### config.mk
export PLATFORM = sky130hd
export DESIGN_NAME = traceback_unit
export DESIGN_NICKNAME = d
export VERILOG_FILES = /design/src/rtl/traceback_unit_pkg.sv /design/src/rtl/traceback_unit_tb_mem.sv /design/src/rtl/traceback_unit.sv
export SDC_FILE = /design/constraint.sdc
export NUM_CORES = 1
export LEC_CHECK = 0
export ABC_AREA = 1
export ABC_CLOCK_PERIOD_IN_PS = 4800
export BUFFER_PORTS_ARGS = -buffer_cell sky130_fd_sc_hd__buf_2
export CAP_MARGIN = 20
export CELL_PAD_IN_SITES_DETAIL_PLACEMENT = 2
export CELL_PAD_IN_SITES_GLOBAL_PLACEMENT = 2
export CORE_ASPECT_RATIO = 1.1
export CORE_UTILIZATION = 25
export CTS_BUF_LIST = sky130_fd_sc_hd__clkbuf_4
export DETAILED_ROUTE_END_ITERATION = 12
export PLACE_DENSITY_LB_ADDON = 0.1
export SYNTH_ARGS = -nofsm -noshare
export SYNTH_HDL_FRONTEND = slang
export SYNTH_SLANG_ARGS = --single-unit
### constraint.sdc
create_clock -name clk -period 4.8 [get_ports clk]
set_clock_uncertainty 0.2 [all_clocks]
set_input_delay 0.48 -clock clk [delete_from_list [all_inputs] [get_ports clk]]
set_output_delay 0.48 -clock clk [all_outputs]
set_load 0.02 [all_outputs]
### src/rtl/traceback_unit_pkg.sv
// Shared constants, FSM encoding and trellis helper for the Viterbi traceback unit.
package traceback_unit_pkg;

  localparam int K         = 3;
  localparam int TB_DEPTH  = 16;
  localparam int NUM_STATE = 2 ** (K - 1);
  localparam int SW        = K - 1;
  localparam int CW        = $clog2(TB_DEPTH + 1);
  localparam int AW        = (TB_DEPTH > 1) ? $clog2(TB_DEPTH) : 1;

  typedef enum logic [1:0] {
    ST_WR    = 2'd0,
    ST_TRACE = 2'd1,
    ST_OUT   = 2'd2,
    ST_DONE  = 2'd3
  } tb_state_e;

  // Predecessor of state s: drop the newest bit (MSB), shift in the survivor decision.
  function automatic logic [SW-1:0] prev_state(input logic [SW-1:0] s, input logic d);
    return {s[SW-2:0], d};
  endfunction

endpackage

### src/rtl/traceback_unit_tb_mem.sv
// Survivor decision memory: one synchronous write port, one asynchronous read port.
module tb_mem
  import traceback_unit_pkg::*;
(
  input  logic                 clk,
  input  logic                 we_i,
  input  logic [AW-1:0]        waddr_i,
  input  logic [NUM_STATE-1:0] wdata_i,
  input  logic [AW-1:0]        raddr_i,
  output logic [NUM_STATE-1:0] rdata_o
);

  logic [NUM_STATE-1:0] mem_q [TB_DEPTH];

  // Contents are not reset; the write counter gates which columns are ever read.
  always_ff @(posedge clk) begin
    if (we_i) begin
      mem_q[waddr_i] <= wdata_i;
    end
  end

  assign rdata_o = mem_q[raddr_i];

endmodule

### src/rtl/traceback_unit.sv
// Viterbi traceback: stores survivor columns, walks the path backward from the
// best state, then emits the decoded bits oldest-first.
module traceback_unit
  import traceback_unit_pkg::*;
(
  input  logic                 clk,
  input  logic                 rst,
  input  logic                 en,
  input  logic                 i_en_td,
  input  logic                 i_en_t,
  input  logic [NUM_STATE-1:0] i_surv,
  input  logic [SW-1:0]        i_best_state,
  output logic                 o_td_full,
  output logic                 o_bit,
  output logic                 o_valid,
  output logic                 o_done
);

  tb_state_e            state_q, state_d;
  logic [CW-1:0]        wr_cnt_q, wr_cnt_d;
  logic [AW-1:0]        rd_ptr_q, rd_ptr_d;
  logic [AW-1:0]        out_idx_q, out_idx_d;
  logic [SW-1:0]        cur_state_q, cur_state_d;
  logic [TB_DEPTH-1:0]  bitbuf_q, bitbuf_d;
  logic                 bit_q, bit_d;
  logic                 valid_q, valid_d;
  logic                 done_q, done_d;
  logic                 mem_we;
  logic [NUM_STATE-1:0] mem_rdata;
  logic                 full;
  logic                 last_out;

  assign full     = (wr_cnt_q == CW'(TB_DEPTH));
  assign last_out = (CW'(out_idx_q) == (wr_cnt_q - CW'(1)));

  tb_mem u_mem (
    .clk     (clk),
    .we_i    (mem_we & en),
    .waddr_i (AW'(wr_cnt_q)),
    .wdata_i (i_surv),
    .raddr_i (rd_ptr_q),
    .rdata_o (mem_rdata)
  );

  always_comb begin
    state_d     = state_q;
    wr_cnt_d    = wr_cnt_q;
    rd_ptr_d    = rd_ptr_q;
    out_idx_d   = out_idx_q;
    cur_state_d = cur_state_q;
    bitbuf_d    = bitbuf_q;
    bit_d       = bit_q;
    valid_d     = valid_q;
    done_d      = done_q;
    mem_we      = 1'b0;

    unique case (state_q)
      ST_WR: begin
        // Traceback start outranks a simultaneous column write.
        if (i_en_t) begin
          if (wr_cnt_q == '0) begin
            state_d = ST_DONE;
            done_d  = 1'b1;
          end else begin
            cur_state_d = i_best_state;
            rd_ptr_d    = AW'(wr_cnt_q - CW'(1));
            state_d     = ST_TRACE;
          end
        end else if (i_en_td && !full) begin
          mem_we   = 1'b1;
          wr_cnt_d = wr_cnt_q + CW'(1);
        end
      end

      ST_TRACE: begin
        bitbuf_d[rd_ptr_q] = cur_state_q[SW-1];
        cur_state_d        = prev_state(cur_state_q, mem_rdata[cur_state_q]);
        if (rd_ptr_q == '0) begin
          out_idx_d = '0;
          state_d   = ST_OUT;
        end else begin
          rd_ptr_d = rd_ptr_q - AW'(1);
        end
      end

      ST_OUT: begin
        bit_d     = bitbuf_q[out_idx_q];
        valid_d   = 1'b1;
        out_idx_d = out_idx_q + AW'(1);
        if (last_out) begin
          state_d = ST_DONE;
        end
      end

      ST_DONE: begin
        valid_d = 1'b0;
        done_d  = 1'b1;
      end

      default: state_d = ST_WR;
    endcase
  end

  always_ff @(posedge clk or negedge rst) begin
    if (!rst) begin
      state_q     <= ST_WR;
      wr_cnt_q    <= '0;
      rd_ptr_q    <= '0;
      out_idx_q   <= '0;
      cur_state_q <= '0;
      bit_q       <= 1'b0;
      valid_q     <= 1'b0;
      done_q      <= 1'b0;
    end else if (en) begin
      state_q     <= state_d;
      wr_cnt_q    <= wr_cnt_d;
      rd_ptr_q    <= rd_ptr_d;
      out_idx_q   <= out_idx_d;
      cur_state_q <= cur_state_d;
      bit_q       <= bit_d;
      valid_q     <= valid_d;
      done_q      <= done_d;
    end
  end

  // Decoded-bit buffer is pure data: always rewritten by TRACE before OUT reads it.
  always_ff @(posedge clk) begin
    if (en) begin
      bitbuf_q <= bitbuf_d;
    end
  end

  assign o_td_full = full;
  assign o_bit     = bit_q;
  assign o_valid   = valid_q;
  assign o_done    = done_q;

endmodule

== Yosys cells after proc, flatten, opt, wreduce, memory -nomap -nowiden ==
Memories as Yosys holds them, arrays and structs flattened.
Index checks and enable logic that the tools add are counted.
Word-level totals
  logic and storage cells: 81
  memories kept: 1
  input port bits: 11
  memory bits (writable): 64
  register bits: 36
Cells by class
  bitwise operators: 2
  reduce and logical (&&, ||, !) cells: 20
  $lt $le $gt $ge: 4
  mux-type cells: 30
  equality and inequality tests: 11
  $add $sub $neg: 4
Memory list
  u_mem.mem_q: words 16, bits a word 4, read ports 1, clocked after Yosys merged registers in 0, wr ports 1, line traceback_unit_tb_mem.sv:13  | logic [NUM_STATE-1:0] mem_q [TB_DEPTH];
Operators by type and width (count)
  16-bit bitwise mux: 1
  4-bit 2-to-1 mux: 4
  4-bit case mux with 2 select lines: 2
  2-bit 2-to-1 mux: 6
  2-bit inequality test, second input constant: 6
  4-bit AND reduction: 3
  4-bit by 5-bit < comparator with 1-bit output, second input constant: 2
  1-bit 2-to-1 mux: 10
  5-bit AND reduction: 2
  2-bit nonzero test: 4
  2-bit case mux with 3 select lines: 1
  2-bit AND reduction: 3
  5-bit by 1-bit adder with 5-bit output, second input constant: 1
  4-bit by 5-bit == test with 1-bit output: 1
  5-bit == test, second input constant: 1
  5-bit zero test: 1
  5-bit by 1-bit subtractor with 5-bit output, second input constant: 1
  4-bit by 1-bit adder with 4-bit output, second input constant: 1
  1-bit binary-select mux with 4-bit select: 1
  1-bit demux with 4-bit select: 1
  2-bit == test, second input constant: 2
  4-bit by 1-bit greater-or-equal comparator with 1-bit output, second input constant: 1
  4-bit zero test: 1
  1-bit case mux with 2 select lines: 2
  12 further kinds: 13

== Depth between registers and ports, before layout ==
Gate-level depths: netlist of the first run.
  depth after elaboration: 9
  mapped depth: 14
  mapped depth without buffers: 13

== Modules after synthesis ==
Synthesis of the first run repeated with hierarchy kept, for this count alone.
Second synthesis, totals
  cells, all modules: 538
  area, all modules: 4958.5 um^2
Modules (own cells, without submodules)
  tb_mem: times used 1, seq. area each 1921.8 um^2, cells an instance 286, area each 2886.5 um^2
  traceback_unit: times used 1, seq. area each 980.9 um^2, cells an instance 252, area each 2072.0 um^2

== Worst setup path before layout of the first run ==
OpenSTA, ideal clock, no wires.
  path type: register to register
  start point: register wr_cnt_q[0]
  end point: memory u_mem.mem_q[13][0] (netlist bit) (enable)
  period minus slack after synthesis: 2.032 ns
  stages on the path, launching flop included: 10
  library setup time: 0.259 ns
  arrival time: 1.573 ns
  buffers on the path: 0
  path slack: 2.768 ns
  cell sequence: dfrtp_1 inv_1 ha_1 inv_1 nor3_4 inv_2 nand2_4 inv_4 nand2_1 nor2_1
Between the ends
  longest elaborated chain between the ends: 9
RTL lines
  from (decl): line traceback_unit.sv:20  | logic [CW-1:0] wr_cnt_q, wr_cnt_d;
  from (signal assigned): line traceback_unit.sv:116  | wr_cnt_q <= wr_cnt_d;
  5-bit == test: line traceback_unit.sv:33  | assign full = (wr_cnt_q == CW'(TB_DEPTH));
  net o_td_full: line traceback_unit.sv:13  | output logic o_td_full,
  1-bit zero test: line traceback_unit.sv:69  | end else if (i_en_td && !full) begin
  1-bit logical AND: line traceback_unit.sv:69
  1-bit 2-to-1 mux: line traceback_unit.sv:69
  1-bit 2-to-1 mux: line traceback_unit.sv:60  | if (i_en_t) begin
  1-bit 2-to-1 mux: line traceback_unit.sv:57  | unique case (state_q)
  1-bit AND: line traceback_unit.sv:38  | .we_i (mem_we & en),
  1-bit 2-to-1 mux: line traceback_unit_tb_mem.sv:17  | if (we_i) begin
  1-bit 2-to-1 mux (not written as such): line traceback_unit_tb_mem.sv:18  | mem_q[waddr_i] <= wdata_i;
  to (decl): line traceback_unit_tb_mem.sv:13
The timed path passes the listed nets, and every way through them passes these cells.

== Worst setup path after layout of the first run ==
  start point: register wr_cnt_q[0]
  end point: output o_td_full
Between the ends
  longest elaborated chain between the ends: 1
RTL lines (line)
  5-bit == test: traceback_unit.sv:33
  to (decl): traceback_unit.sv:13
No other way between the ends.

==> results of run 1 <==
cell type report:
type / count / area (um^2)
Clock inverter: 7 / 65.1
Clock buffer: 9 / 67.6
Timing Repair Buffer: 16 / 87.6
Fill cell: 2165 / 13800
Antenna cell: 1 / 2.50
Multi-Input combinational cell: 325 / 1630
Inverter: 66 / 256
Tap cell: 247 / 309
Sequential cell: 100 / 2900
routing by layer:
| metal | vias up | GRT usage [%] | routed length [um] |
|---|---|---|---|
| li1 | 1670 | - | - |
| met4 | 0 | 6.18 | 307 |
| met3 | 17 | 2.04 | 181 |
| met2 | 27 | 27.5 | 7340 |
| met1 | 1735 | 19.2 | 6670 |
| met5 | - | 0 | 0 |
worst reg2reg max path, delay by kind of cell, from the launching register on:
kind | cells | cell delay (ns)
AND/OR/NAND/NOR | 4 | 0.70
buffers and inverters | 4 | 0.54
flip-flops | 1 | 0.52
adder cells (fa/ha/maj) | 1 | 0.28
power by group:
| group | total (mW) | switching [mW] | internal (mW) |
|---|---|---|---|
| Clock | 0.462 | 0.342 | 0.121 |
| Sequential | 1.24 | 0.191 | 1.04 |
| Combinational | 1.13 | 0.795 | 0.338 |
synth_stat cells (all sizes together):
library cell and number:
nand3b 1, nand3 37, nand4 3, xor2 9, nor3 5, inv 64, o21ai 23, xnor2 1
dfrtp 20, o211ai 3, edfxtp 80, mux2i 2, buf 11, nand2 145, nor2 59, o21bai 1
a21oi 15, clkbuf 2, ha 16, o2111ai 2, o22ai 2, clkinv 2, a31oi 1
logic make-up (layout without fill, tap and decap cells):
logic type | Yosys count | count (layout) | synth area share (%)
AND/OR/NAND/NOR | 250 | 250 | 21.7
flip-flops | 100 | 100 | 59.5
buffers and inverters | 79 | 98 | 7.06
AO/OA/AOI/OAI | 47 | 47 | 5.42
adder cells (fa/ha/maj) | 16 | 16 | 4.11
XOR/XNOR | 10 | 10 | 1.80
multiplexers | 2 | 2 | 0.411
other | 0 | 1 | 0
final timing paths:
check | startpoint | end | slack, ns | cells past startpoint
min reg2reg | o_done | o_done | 0.32 | 1
min | i_best_state[1] | cur_state_q[1] | 0.07 | 3
max | wr_cnt_q[0] | o_td_full | 2.08 | 5
max in group asynchronous | rst | cur_state_q[1] | 3.77 | 2
min in group asynchronous | rst | o_valid | 0.26 | 2
max reg2reg | wr_cnt_q[0] | u_mem.mem_q[10][1] | 2.23 | 9
registers in the layout (all words and copies together), names as in the netlist, 2 cells and up:
name	cells
u_mem.mem_q	64
bitbuf_q	16
wr_cnt_q	5
out_idx_q	4
rd_ptr_q	4
cur_state_q	2
state_q	2
==> results by stage, run 1 <==
Status:
- The flow ran to the end, and the final reports show no timing, DRC or antenna violations.

Detailed routing:
- The detailed router finished its first iteration with approximately 90 violations.
- The antenna violation net count after detailed routing is 0.
- The detailed-routing iteration count for the pre-antenna-repair pass is 4.
- The sum of routed wire length over all layers is between 10 and 15 mm.
- The final routed wire length divided by cell count is approximately 19 um.
- For this run, design rule violations remaining after detail routing come to 0.
- The per-cell via count in the routed design is ~4.5.
- The via count of the routed design is ~3400.

Global routing:
- The via count of the first global-routing pass is roughly 3800.
- The global router's overall resource usage is 15.6%.
- The initial antenna violation count was 1.
- The first global-routing pass estimated 22.6 mm of wire.
- After global routing the overflow that remains totals 0.
- Entering global routing, the biggest net connects 39 pins.

Synth:
- Sequential elements use between 50% and 60% of the synthesized area.
- After synthesis, the cell types taking the most area are sky130_fd_sc_hd__edfxtp_1 49%, sky130_fd_sc_hd__nand2_1 11%, sky130_fd_sc_hd__dfrtp_1 10%.
- The number of cells produced by synthesis is a little over 500.
- The portion of synthesized cell area occupied by the leading cell type is 49.3%.
- The post-synth net total is around 530.
- Synthesis instantiated 37 different standard cells from the library.
- The post-synthesis sequential element count is 100.
- During synthesis, Yosys emitted a total of 0 warnings.
- The cell taking the most area after synthesis is sky130_fd_sc_hd__edfxtp_1.
- The post-synthesis instance area is a little under 5000 um^2.
- Averaged over all synthesized cells, the footprint is slightly below 10 um^2.

CTS:
- In this run the number of H-tree levels came out at 3.
- The total of hold buffers inserted after clock tree synthesis is 1.
- The largest buffer count on any clock path is 2.
- The cell sitting at the root of the clock tree is a sky130_fd_sc_hd__clkbuf_4.
- For the worst-skew pair, the clock arrives at the later sink with an insertion delay of about 0.49 ns.
- Clock-pin slew was measured on the worst setup and hold paths at 0.19 ns.
- After clock tree synthesis, the setup repair step added 0 buffers.
- The post-CTS resize count is 0.
- Buffers inserted during clock tree synthesis total 9.
- The clock tree from TritonCTS is yes.
- The total number of clock tree sinks is 100.

Floorplan:
- The initial standard-cell utilization of the core is ~26%.
- The initialized floorplan defines 53 standard-cell rows.
- The die is approximately 150 um tall.
- The floorplan step defined a core boundary enclosing approximately 19000 um^2.
- The die is roughly 140 um wide.
- The total die area is 20100 um^2.
- For this design the top-level I/O count stands at 15.

Finish:
- The most frequent standard cell in the layout excluding fill and tap cells is sky130_fd_sc_hd__nand2_1.
- In the layout the commonest cells are 142 x sky130_fd_sc_hd__nand2_1, 80 x sky130_fd_sc_hd__edfxtp_1, 55 x sky130_fd_sc_hd__nor2_1.
- For this run, the number of standard cells in the final layout without fillers is 771.
- The end-of-flow core utilization is 27.8%.
- The final design area excluding fillers is 5320 um^2.
- The fraction of final layout cells sized beyond drive strength 1 is a little over a tenth.
- In the final design database the tool counted around 550 nets.
- Compared with the post-synthesis result, the final layout area differs by 9.11%.

STA:
- The minimum hold slack is between 0.06 and 0.07 ns.
- The relative slew slack is around 42%.
- For the final routed database, the setup TNS stands at 0 ns.
- The number of max-slew violations in the final report was 0.
- At the pin with the least slew margin, the transition time is ~0.87 ns.
- The final setup violation count is 0.
- The maximum achievable frequency is roughly 370 MHz.
- The time the final worst path needs with I/O delays and setup is 2.72 ns.
- The hold violation count in the final report is 0.
- In the finished design, the share of the clock period the worst path needs comes to 56.7%.
- Setup repair after global routing left no endpoint under its margin.
- Setup slack closes at 2.08 ns.

Critical path:
- STA classifies the critical path endpoint as a primary output.
- For the worst setup path, the data required time is roughly 4 ns.
- On the critical path, the stage with the largest delay is an instance of sky130_fd_sc_hd__dfrtp_1.
- Of all nets on the critical path, the largest fanout is 6.
- STA classifies the critical path startpoint as a flop.
- The cell with the most instances on the worst path is sky130_fd_sc_hd__inv_1.
- By startpoint and endpoint, the worst setup path is classified as reg2out.
- Grouping stages by cell kind, the critical path spends the most delay in buffers and inverters.
- Together, buffers and inverters on the worst path number 3.
- In this design, the stage delay of the slowest critical-path cell is ~0.51 ns.
- Data on the critical path arrives at its endpoint at between 2 and 2.5 ns.
- The signal on the critical path passes through inv_1 > ha_1 > inv_1 > nor3_4 > buf_2.

Placement:
- The worst setup slack after placement is between 2 and 2.5 ns.
- Routability-driven placement finished with a final weighted congestion of ~0.75.
- The count of buffers inserted at the top-level ports is 14.
- The placed wire-length estimate after detailed placement is between 10 and 15 mm.
- In this run, placement finished with an instance count of about 750.
- Once placement finished, the instance area stood at 5170 um^2.

Job:
- Across the run, the number of max-cap violations was 0.

Min path:
- The path class of the tightest hold or removal check is in2reg.

Pwr:
- The worst-case IR drop observed on VDD is ~0.00013 V.
- The completed layout was analyzed and its total power is around 2.8 mW.
- In this run the power density over the cells is ~530 nW/um^2.
- The cell leakage power is around 2.2 nW.
(Power assumes the default switching activity.)
==> run 2: changes to the inputs <==
--- a/config.mk
+++ b/config.mk
@@ -5,8 +5,8 @@
 export SDC_FILE = /design/constraint.sdc
 export NUM_CORES = 1
 export LEC_CHECK = 0
-export ABC_AREA = 1
-export ABC_CLOCK_PERIOD_IN_PS = 4800
+export ABC_AREA = 0
+export ABC_CLOCK_PERIOD_IN_PS = 2500
 export BUFFER_PORTS_ARGS = -buffer_cell sky130_fd_sc_hd__buf_2
 export CAP_MARGIN = 20
 export CELL_PAD_IN_SITES_DETAIL_PLACEMENT = 2
==> constraint.sdc (replaced) <==
create_clock -name clk -period 2.5 [get_ports clk]
set_clock_uncertainty 0.2 [all_clocks]
set_input_delay 0.25 -clock clk [delete_from_list [all_inputs] [get_ports clk]]
set_output_delay 0.25 -clock clk [all_outputs]
set_load 0.02 [all_outputs]
==> results by stage, run 2 <==
Global routing:
- The global router's overall resource usage is 14.3% (-1.3 points).
- The initial antenna violation count is 1 (unchanged).
- The aggregate global routing overflow came to 0 (unchanged).
- The via count of the first global-routing pass is 3282 (-14%).
- The first-pass GRT wire length is 20.2 mm (-11%).
- The pin count of the biggest net entering global routing is 21 (-46%).

Synth:
- The post-synth net total is 363 (-32%).
- The count of unique library cells instantiated by Yosys is 53 (+43%).
- Sorting the synthesized cells by how often they occur yields 80 x sky130_fd_sc_hd__edfxtp_1, 38 x sky130_fd_sc_hd__nor2_1, 25 x sky130_fd_sc_hd__nand2_1.
- The cell taking the most area after synthesis is sky130_fd_sc_hd__edfxtp_1.
- After synthesis, the cell types taking the most area are sky130_fd_sc_hd__edfxtp_1 51%, sky130_fd_sc_hd__dfrtp_1 11%, sky130_fd_sc_hd__mux4_1 5.0%.
- The portion of synthesized cell area occupied by the leading cell type is 50.9% (+1.6 points).
- The most repeated cell in the gate-level netlist after synthesis is sky130_fd_sc_hd__edfxtp_1.
- The number of enable-type register cells in the synthesized netlist is 80 (unchanged).
- The post-synthesis sequential element count was 100 (unchanged).
- The share of flip-flops with an asynchronous set or reset is 20.0% (unchanged).
- The per-instance average area after synthesis is 14.0 um^2 (+45%).
- The most used flip-flop cell after synthesis is sky130_fd_sc_hd__edfxtp_1.
- The number of cells produced by synthesis is 336 (-33%).
- The number of warnings printed during yosys synthesis is 0 (unchanged).
- The post-synthesis instance area was 4720 um^2 (-3.2%).
- The sequential element share of the synthesized area is 61.5% (+2.0 points).

Floorplan:
- The overall die width was 133 um (-1.6%).
- The number of top-level pins is 15 (unchanged).
- The die height is 146 um (-1.6%).
- The number of core rows is 52 (-1.9%).
- The initial standard-cell utilization of the core came to 25.6% (+0.094 points).
- The total die area is 19400 um^2 (-3.2%).
- The core area is 18400 um^2 (-3.6%).

Detailed routing:
- The sum of routed wire length over all layers is 12.9 mm (-11%).
- The residual DRC count came to 0 (unchanged).
- The via count of the routed design is 2912 (-16%).
- The antenna violation net count after detailed routing was 0 (unchanged).
- The final routed wire length divided by cell count came to 20.3 um (+8.2%).
- The per-cell via count in the routed design came to 4.59 (+2.5%).
- The number of DRC markers in iteration 0 is 61 (-31%).
- The detailed-routing iteration count for the pre-antenna-repair pass is 4 (unchanged).

CTS:
- The depth of the CTS H-tree is 3 (unchanged).
- The tree is rooted in a sky130_fd_sc_hd__clkbuf_4.
- The number of buffers created by CTS was 9 (unchanged).
- The latest clock arrival within the worst-skew pair is 0.50 ns (about the same).
- TritonCTS built the clock tree.
- The total number of clock tree sinks was 100 (unchanged).
- The clock-pin slew reported for the worst setup and hold paths after clock tree synthesis is 0.20 ns (about the same).
- The largest buffer count on any clock path came to 2 (unchanged).

STA:
- The final setup violation count came to 0 (unchanged).
- The accumulated negative setup slack is 0 ns (unchanged).
- Setup repair after global routing left no endpoint under its margin.
- The number of max-slew violations in the final report came to 0 (unchanged).
- The relative slew slack is 61.4% (+19 points).
- The clock period could shrink to about 2.3 ns.
- The hold violation count in the final report is 0 (unchanged).
- The measured slew at the worst slew-check pin is 0.580 ns (-0.288 ns).
- The post-route fraction of the period consumed by the critical path is 93.1%.
- Timing would allow up to 430 MHz.

Pwr:
- The combinational group share of total power was 1.8% (-38 points).
- The clock power share was 32.5% (+16 points).
- The overall power consumption came to 2.73 mW (-3.6%).
- The switching power of the nets is 0.688 mW (-48%).
- The relative contribution of sequential cells to total power is 65.7% (+22 points).
- The largest voltage drop on the vdd net is 0.000245 V (+82%).
- The share of total power consumed by net switching is 25.2% (-22 points).
- The internal power summed over all cells was 2.04 mW (+36%).
- The cell area power density is 491 nW/um^2 (-7.7%).
- The cell leakage power came to 2.08 nW (-4.6%).

Placement:
- The final estimated routing congestion in global placement is 0.735 (-1.4%).
- The placed wire-length estimate after detailed placement is 9.37 mm (-12%).
- The count of buffers inserted at the top-level ports was 14 (unchanged).
- The cell count after placement is 608 (-19%).

Critical path:
- The worst stage delay on the critical path came to 0.53 ns (+0.02 ns).
- The peak fanout along the critical path is 10 (+4).
- The number of stages on the worst setup path came to 7 (+2).
- The buffers plus inverters on the worst setup path is 1 (-2).
- The number of cells on the worst reg-to-reg path is 7 (-2).
- The critical path is of the reg2reg type.
- STA classifies the critical path startpoint as a flop.
- The master of the slowest instance on the critical path is sky130_fd_sc_hd__mux4_2.
- The required time at the endpoint of the critical path is 2.69 ns (-1.43 ns).
- The signal on the critical path passes through buf_12 > mux4_2 > nor2b_1 > a31oi_1 > or3b_1 > o211ai_1 > a21oi_1.
- The cell family contributing the most delay on the critical path is multiplexers.
- The kind of end point of the critical path is a flop.
- The signal arrival time at the worst endpoint is 2.51 ns (+0.47 ns).

Finish:
- The flip-flop count of the largest register, all copies and words added is 64 (unchanged).
- The most frequent standard cell in the layout excluding fill and tap cells is sky130_fd_sc_hd__edfxtp_1.
- The largest registers in the layout are u_mem.mem_q (64), bitbuf_q (16), wr_cnt_q (5).
- The number of nets in the final layout is 413 (-24%).
- The filler-free cell count of the finished design is 635 (-18%).
- The fraction of final layout cells sized beyond drive strength 1 was 23.8% (+13 points).
- In the layout the commonest cells are 80 x sky130_fd_sc_hd__edfxtp_1, 31 x sky130_fd_sc_hd__nor2_1, 30 x sky130_fd_sc_hd__buf_4.
- The synthesis-to-finish area growth is 17.7%.
- The register with the most flip-flops in the final layout is u_mem.mem_q.

Job:
- The max-cap violation count was 0 (unchanged).

Status:
- The flow ran to the end, and the final reports show no timing, DRC or antenna violations.

Min path:
- In this run the worst hold path is classified as in2async.
[run 2: routing by layer]
layer	global-route usage, %	part of all wire, %	vias up
li1	-	-	1366
met1	17.8	45	1520
met2	25.2	52	17
met3	1.98	1.2	9
met4	5.00	1.3	0
met5	0	0	-
[run 2: worst reg2reg max path, cell delays in order, from the launching register on]
cell and delay [ns]:
sky130_fd_sc_hd__dfrtp_1 0.44, sky130_fd_sc_hd__buf_12 0.17, sky130_fd_sc_hd__mux4_2 0.54, sky130_fd_sc_hd__nor2b_1 0.15, sky130_fd_sc_hd__a31oi_1 0.16, sky130_fd_sc_hd__or3b_1 0.38
sky130_fd_sc_hd__o211ai_1 0.10, sky130_fd_sc_hd__a21oi_1 0.09
[run 2: cell families (layout without fill, tap and decap cells)]
group / count (synthesis) / after routing / synth area share (%)
AO/OA/AOI/OAI: 39 / 39 / 5.38
buffers and inverters: 27 / 82 / 2.79
multiplexers: 35 / 35 / 12.7
AND/OR/NAND/NOR: 108 / 108 / 11.3
adder cells (fa/ha/maj): 16 / 16 / 4.24
XOR/XNOR: 11 / 11 / 2.04
flip-flops: 100 / 100 / 61.5
other: 0 / 1 / 0
[run 2: final timing paths]
check | from | to | slack, ns
setup / recovery | rd_ptr_q[0] | cur_state_q[0] | 0.17
hold / removal | rst | o_valid | 0.04
setup reg to reg | rd_ptr_q[0] | cur_state_q[0] | 0.17
hold reg to reg | o_done | o_done | 0.28
max in group asynchronous | rst | rd_ptr_q[1] | 1.61
min in group clk | i_en_t | o_done | 0.06
[run 2: area by class of cell]
| class | instances | area [um^2] |
|---|---|---|
| Clock inverter | 7 | 68.8 |
| Fill cell | 1930 | 12900 |
| Antenna cell | 1 | 2.50 |
| Timing Repair Buffer | 55 | 437 |
| Inverter | 11 | 41.3 |
| Multi-Input combinational cell | 209 | 1730 |
| Tap cell | 243 | 304 |
| Clock buffer | 9 | 67.6 |
| Sequential cell | 100 | 2900 |
[run 2: power groups by stage]
stage	clock, mW	sequential (mW)	combinational (mW)
after global placement	0	1.83	0.0412
after global routing	0.994	1.79	0.0545
final	0.887	1.79	0.0478
after CTS	0.929	1.79	0.0509
after detailed placement	0	1.83	0.0429
after floorplan	0	1.83	0.00353
[run 2: timing repair]
item,in CTS,in global routing
setup buffers,0,3
endpoints found under the hold margin,88,0
pin swaps,0,2
gates resized for setup,3,12
hold buffers,7,0
setup endpoints to repair,12,47
[run 2: through the flow]
step                      util, %  cell area, um^2  hold slack, ns  worst slack [ns]
after floorplan                 -             4720          -0.246             0.154
after global placement       28.6             5260          0.0766            0.0691
after detailed placement     28.6             5260          0.0878           0.00220
after CTS                    29.7             5480          0.0225            0.0134
after global routing         30.2             5550          0.0414            0.0101
final                        30.2             5550          0.0366             0.173
==> run 3: changes to the inputs <==
--- a/config.mk
+++ b/config.mk
@@ -9,8 +9,8 @@
 export ABC_CLOCK_PERIOD_IN_PS = 2500
 export BUFFER_PORTS_ARGS = -buffer_cell sky130_fd_sc_hd__buf_2
 export CAP_MARGIN = 20
-export CELL_PAD_IN_SITES_DETAIL_PLACEMENT = 2
-export CELL_PAD_IN_SITES_GLOBAL_PLACEMENT = 2
+export CELL_PAD_IN_SITES_DETAIL_PLACEMENT = 1
+export CELL_PAD_IN_SITES_GLOBAL_PLACEMENT = 1
 export CORE_ASPECT_RATIO = 1.1
 export CORE_UTILIZATION = 25
 export CTS_BUF_LIST = sky130_fd_sc_hd__clkbuf_4
==> results by stage, run 3 (synthesized netlist as in run 2, its figures left out) <==
Floorplan:
- The number of core rows was 52 (unchanged).
- The core area is 18400 um^2 (unchanged).
- The initial standard-cell utilization of the core was 25.6% (unchanged).
- The total die area is 19400 um^2 (unchanged).
- The overall die width is 133 um (unchanged).
- The die height is 146 um (unchanged).
- The number of top-level pins is 15 (unchanged).

Detailed routing:
- The detailed-routing iteration count for the pre-antenna-repair pass is 4 (unchanged).
- The per-cell via count in the routed design was 4.53 (-1.1%).
- The final routed wire length divided by cell count is 18.5 um (-9.2%).
- The antenna violation net count after detailed routing is 0 (unchanged).
- The sum of routed wire length over all layers was 11.8 mm (-8.3%).
- The via count of the routed design is 2906 (-0.21%).
- The number of DRC markers in iteration 0 is 92 (+51%).
- The residual DRC count is 0 (unchanged).

STA:
- The post-route fraction of the period consumed by the critical path is 93.5% (+0.39 points).
- The time the final worst path needs with I/O delays and setup is 2.34 ns (+0.00969 ns).
- The maximum achievable frequency was 428 MHz (-0.41%).
- The measured slew at the worst slew-check pin came to 0.518 ns (-0.0615 ns).
- The relative slew slack is 65.5% (+4.1 points).
- The number of max-slew violations in the final report came to 0 (unchanged).
- The final setup violation count is 0 (unchanged).
- The accumulated negative setup slack is 0 ns (unchanged).
- The worst path setup slack after routing is 0.163 ns (-0.00969 ns).
- The hold violation count in the final report is 0 (unchanged).

CTS:
- The depth of the CTS H-tree came to 3 (unchanged).
- The latest clock arrival within the worst-skew pair is 0.48 ns (-0.02 ns).
- The largest buffer count on any clock path came to 2 (unchanged).
- The tree is rooted in a sky130_fd_sc_hd__clkbuf_4.
- TritonCTS built the clock tree.
- The total number of clock tree sinks is 100 (unchanged).
- The clock-pin slew reported for the worst setup and hold paths after clock tree synthesis was 0.16 ns (-0.04 ns).
- The number of buffers created by CTS came to 9 (unchanged).

Finish:
- The synthesis-to-finish area growth is 17.1%.
- In the layout the commonest cells are 80 x sky130_fd_sc_hd__edfxtp_1, 41 x sky130_fd_sc_hd__buf_4, 37 x sky130_fd_sc_hd__nor2_1.
- The fraction of final layout cells sized beyond drive strength 1 came to 23.1% (-0.67 points).
- Leaving out fill and tap cells, the most frequent cell in the layout is sky130_fd_sc_hd__edfxtp_1.
- The number of nets in the final layout was 421 (+1.9%).
- The filler-free cell count of the finished design is 641 (+0.94%).
- The end-of-flow core utilization came to 30.0% (-0.16 points).
- The number of fill cells in the layout was 1982 (+2.7%).
- The area taken by multi-input logic gates came to 1700 um^2 (-1.7%).
- The number of antenna diodes came to 0 (-1).
- The flip-flop count of the largest register, all copies and words added is 64 (unchanged).
- The register ranked first by flip-flop count is u_mem.mem_q.
- The largest registers in the layout are u_mem.mem_q (64), bitbuf_q (16), wr_cnt_q (5).
- The footprint of the flip-flops and latches is 2900 um^2 (unchanged).

Critical path:
- The kind of launch point of the worst setup path is a flop.
- The worst register-to-register path ends at u_mem.mem_q[1][0].
- The critical path is of the reg2reg type.
- The number of cells on the worst reg-to-reg path is 7 (unchanged).
- The signal arrival time at the worst endpoint was 2.34 ns (-0.17 ns).
- The worst stage delay on the critical path is 0.45 ns (-0.08 ns).
- The required time at the endpoint of the critical path is 2.51 ns (-0.18 ns).
- The startpoint identified for the worst register-to-register timing path is state_q[1].
- The cell family contributing the most delay on the critical path is simple AND/OR/NAND/NOR gates.
- The peak fanout along the critical path is 7 (-3).
- The worst setup slack for register-to-register paths is 0.16 ns (about the same).
- The master of the slowest instance on the critical path is sky130_fd_sc_hd__dfrtp_1.
- Walking the worst path, the cells encountered are inv_1 > ha_2 > nand4b_1 > nor2_4 > nand2_1 > nor3_1 > buf_4.
- The worst setup path is captured at a flop.
- The buffers plus inverters on the worst setup path was 2 (+1).

Global routing:
- The global router's overall resource usage was 13.2% (-1.2 points).
- After global routing, the most crowded layer is met2.
- The first-pass GRT wire length is 18.7 mm (-7.7%).
- The met1 demand-to-capacity share in global routing is 16.7% (-1.1 points).
- The met2 track demand over resource in global routing is 22.4% (-2.9 points).
- The initial antenna violation count is 0 (-1).
- The met3 demand-to-capacity share in global routing was 2.43% (+0.45 points).
- The via count of the first global-routing pass is 3117 (-5.0%).
- The pin count of the biggest net entering global routing is 21 (unchanged).
- The aggregate global routing overflow is 0 (unchanged).

Placement:
- The count of buffers inserted at the top-level ports is 14 (unchanged).
- The final estimated routing congestion in global placement is 0.746 (+1.4%).
- The worst setup slack after placement is 0.0535 ns (+0.0513 ns).
- The placed wire-length estimate after detailed placement came to 8.68 mm (-7.4%).
- The cell count after placement is 615 (+1.2%).

Job:
- The max-cap violation count is 0 (unchanged).

Pwr:
- The largest voltage drop on the vdd net is 0.000207 V (-16%).
- The cell leakage power is 2.08 nW (+0.25%).
- The cell area power density was 473 nW/um^2 (-3.7%).
- The overall power consumption is 2.61 mW (-4.2%).

Min path:
- The classification of the worst-slack hold path is in2async.

Status:
- The flow ran to the end, and the final reports show no timing, DRC or antenna violations.
## run 3: worst max-delay path by stage
stage | startpoint | depth (start not counted) | end | slack, ns
global placement | state_q[1] | 6 | u_mem.mem_q[9][3] | 0.05
global route | wr_cnt_q[1] | 9 | rd_ptr_q[2] | -0.01
detailed placement | state_q[1] | 7 | u_mem.mem_q[3][1] | 0.05
CTS | state_q[0] | 6 | u_mem.mem_q[9][1] | 0.04
floorplan | wr_cnt_q[0] | 6 | u_mem.mem_q[3][0] | 0.15
finish | state_q[1] | 7 | u_mem.mem_q[1][0] | 0.16
## run 3: power breakdown
group | switching (mW) | internal [mW]
Sequential | 0.0000000000000000423 | 1.79
Clock | 0.573 | 0.200
Combinational | 0.0326 | 0.0149
## run 3: cell type report
type,instances,share of cell area [%]
Tap cell,243,5.51
Multi-Input combinational cell,209,30.7
Sequential cell,100,52.6
Inverter,11,0.748
Clock buffer,9,1.22
Timing Repair Buffer,63,8.47
Clock inverter,6,0.725
## run 3: layer usage
layer / up-vias / share of wire [%] / wire length (um)
met5: - / 0 / 0
met3: 10 / 2.4 / 289
li1: 1373 / - / -
met2: 29 / 50 / 5860
met1: 1494 / 47 / 5530
met4: 0 / 1.3 / 156
## run 3: worst reg2reg max path: cells and delay by family (launching register included)
| family | cells | cell delay [ns] |
|---|---|---|
| flops | 1 | 0.45 |
| buf+inv | 2 | 0.30 |
| simple gates | 4 | 0.85 |
| fa+ha+maj | 1 | 0.26 |
## run 3: timing repair
item | CTS | global route
hold buffers | 7 | 0
setup endpoints to repair | 1 | 43
setup buffers | 0 | 4
resized for setup | 1 | 5
hold endpoints to repair | 86 | 0
cloned | 0 | 0
pin swaps | 0 | 0
## run 3: metrics by stage
| step | hold WS, ns | instance area (um^2) |
|---|---|---|
| final | 0.0475 | 5520 |
| after global routing | 0.0728 | 5520 |
| after CTS | 0.0321 | 5480 |
| after detailed placement | 0.0745 | 5300 |
| after global placement | 0.0650 | 5300 |
| after floorplan | -0.246 | 4720 |
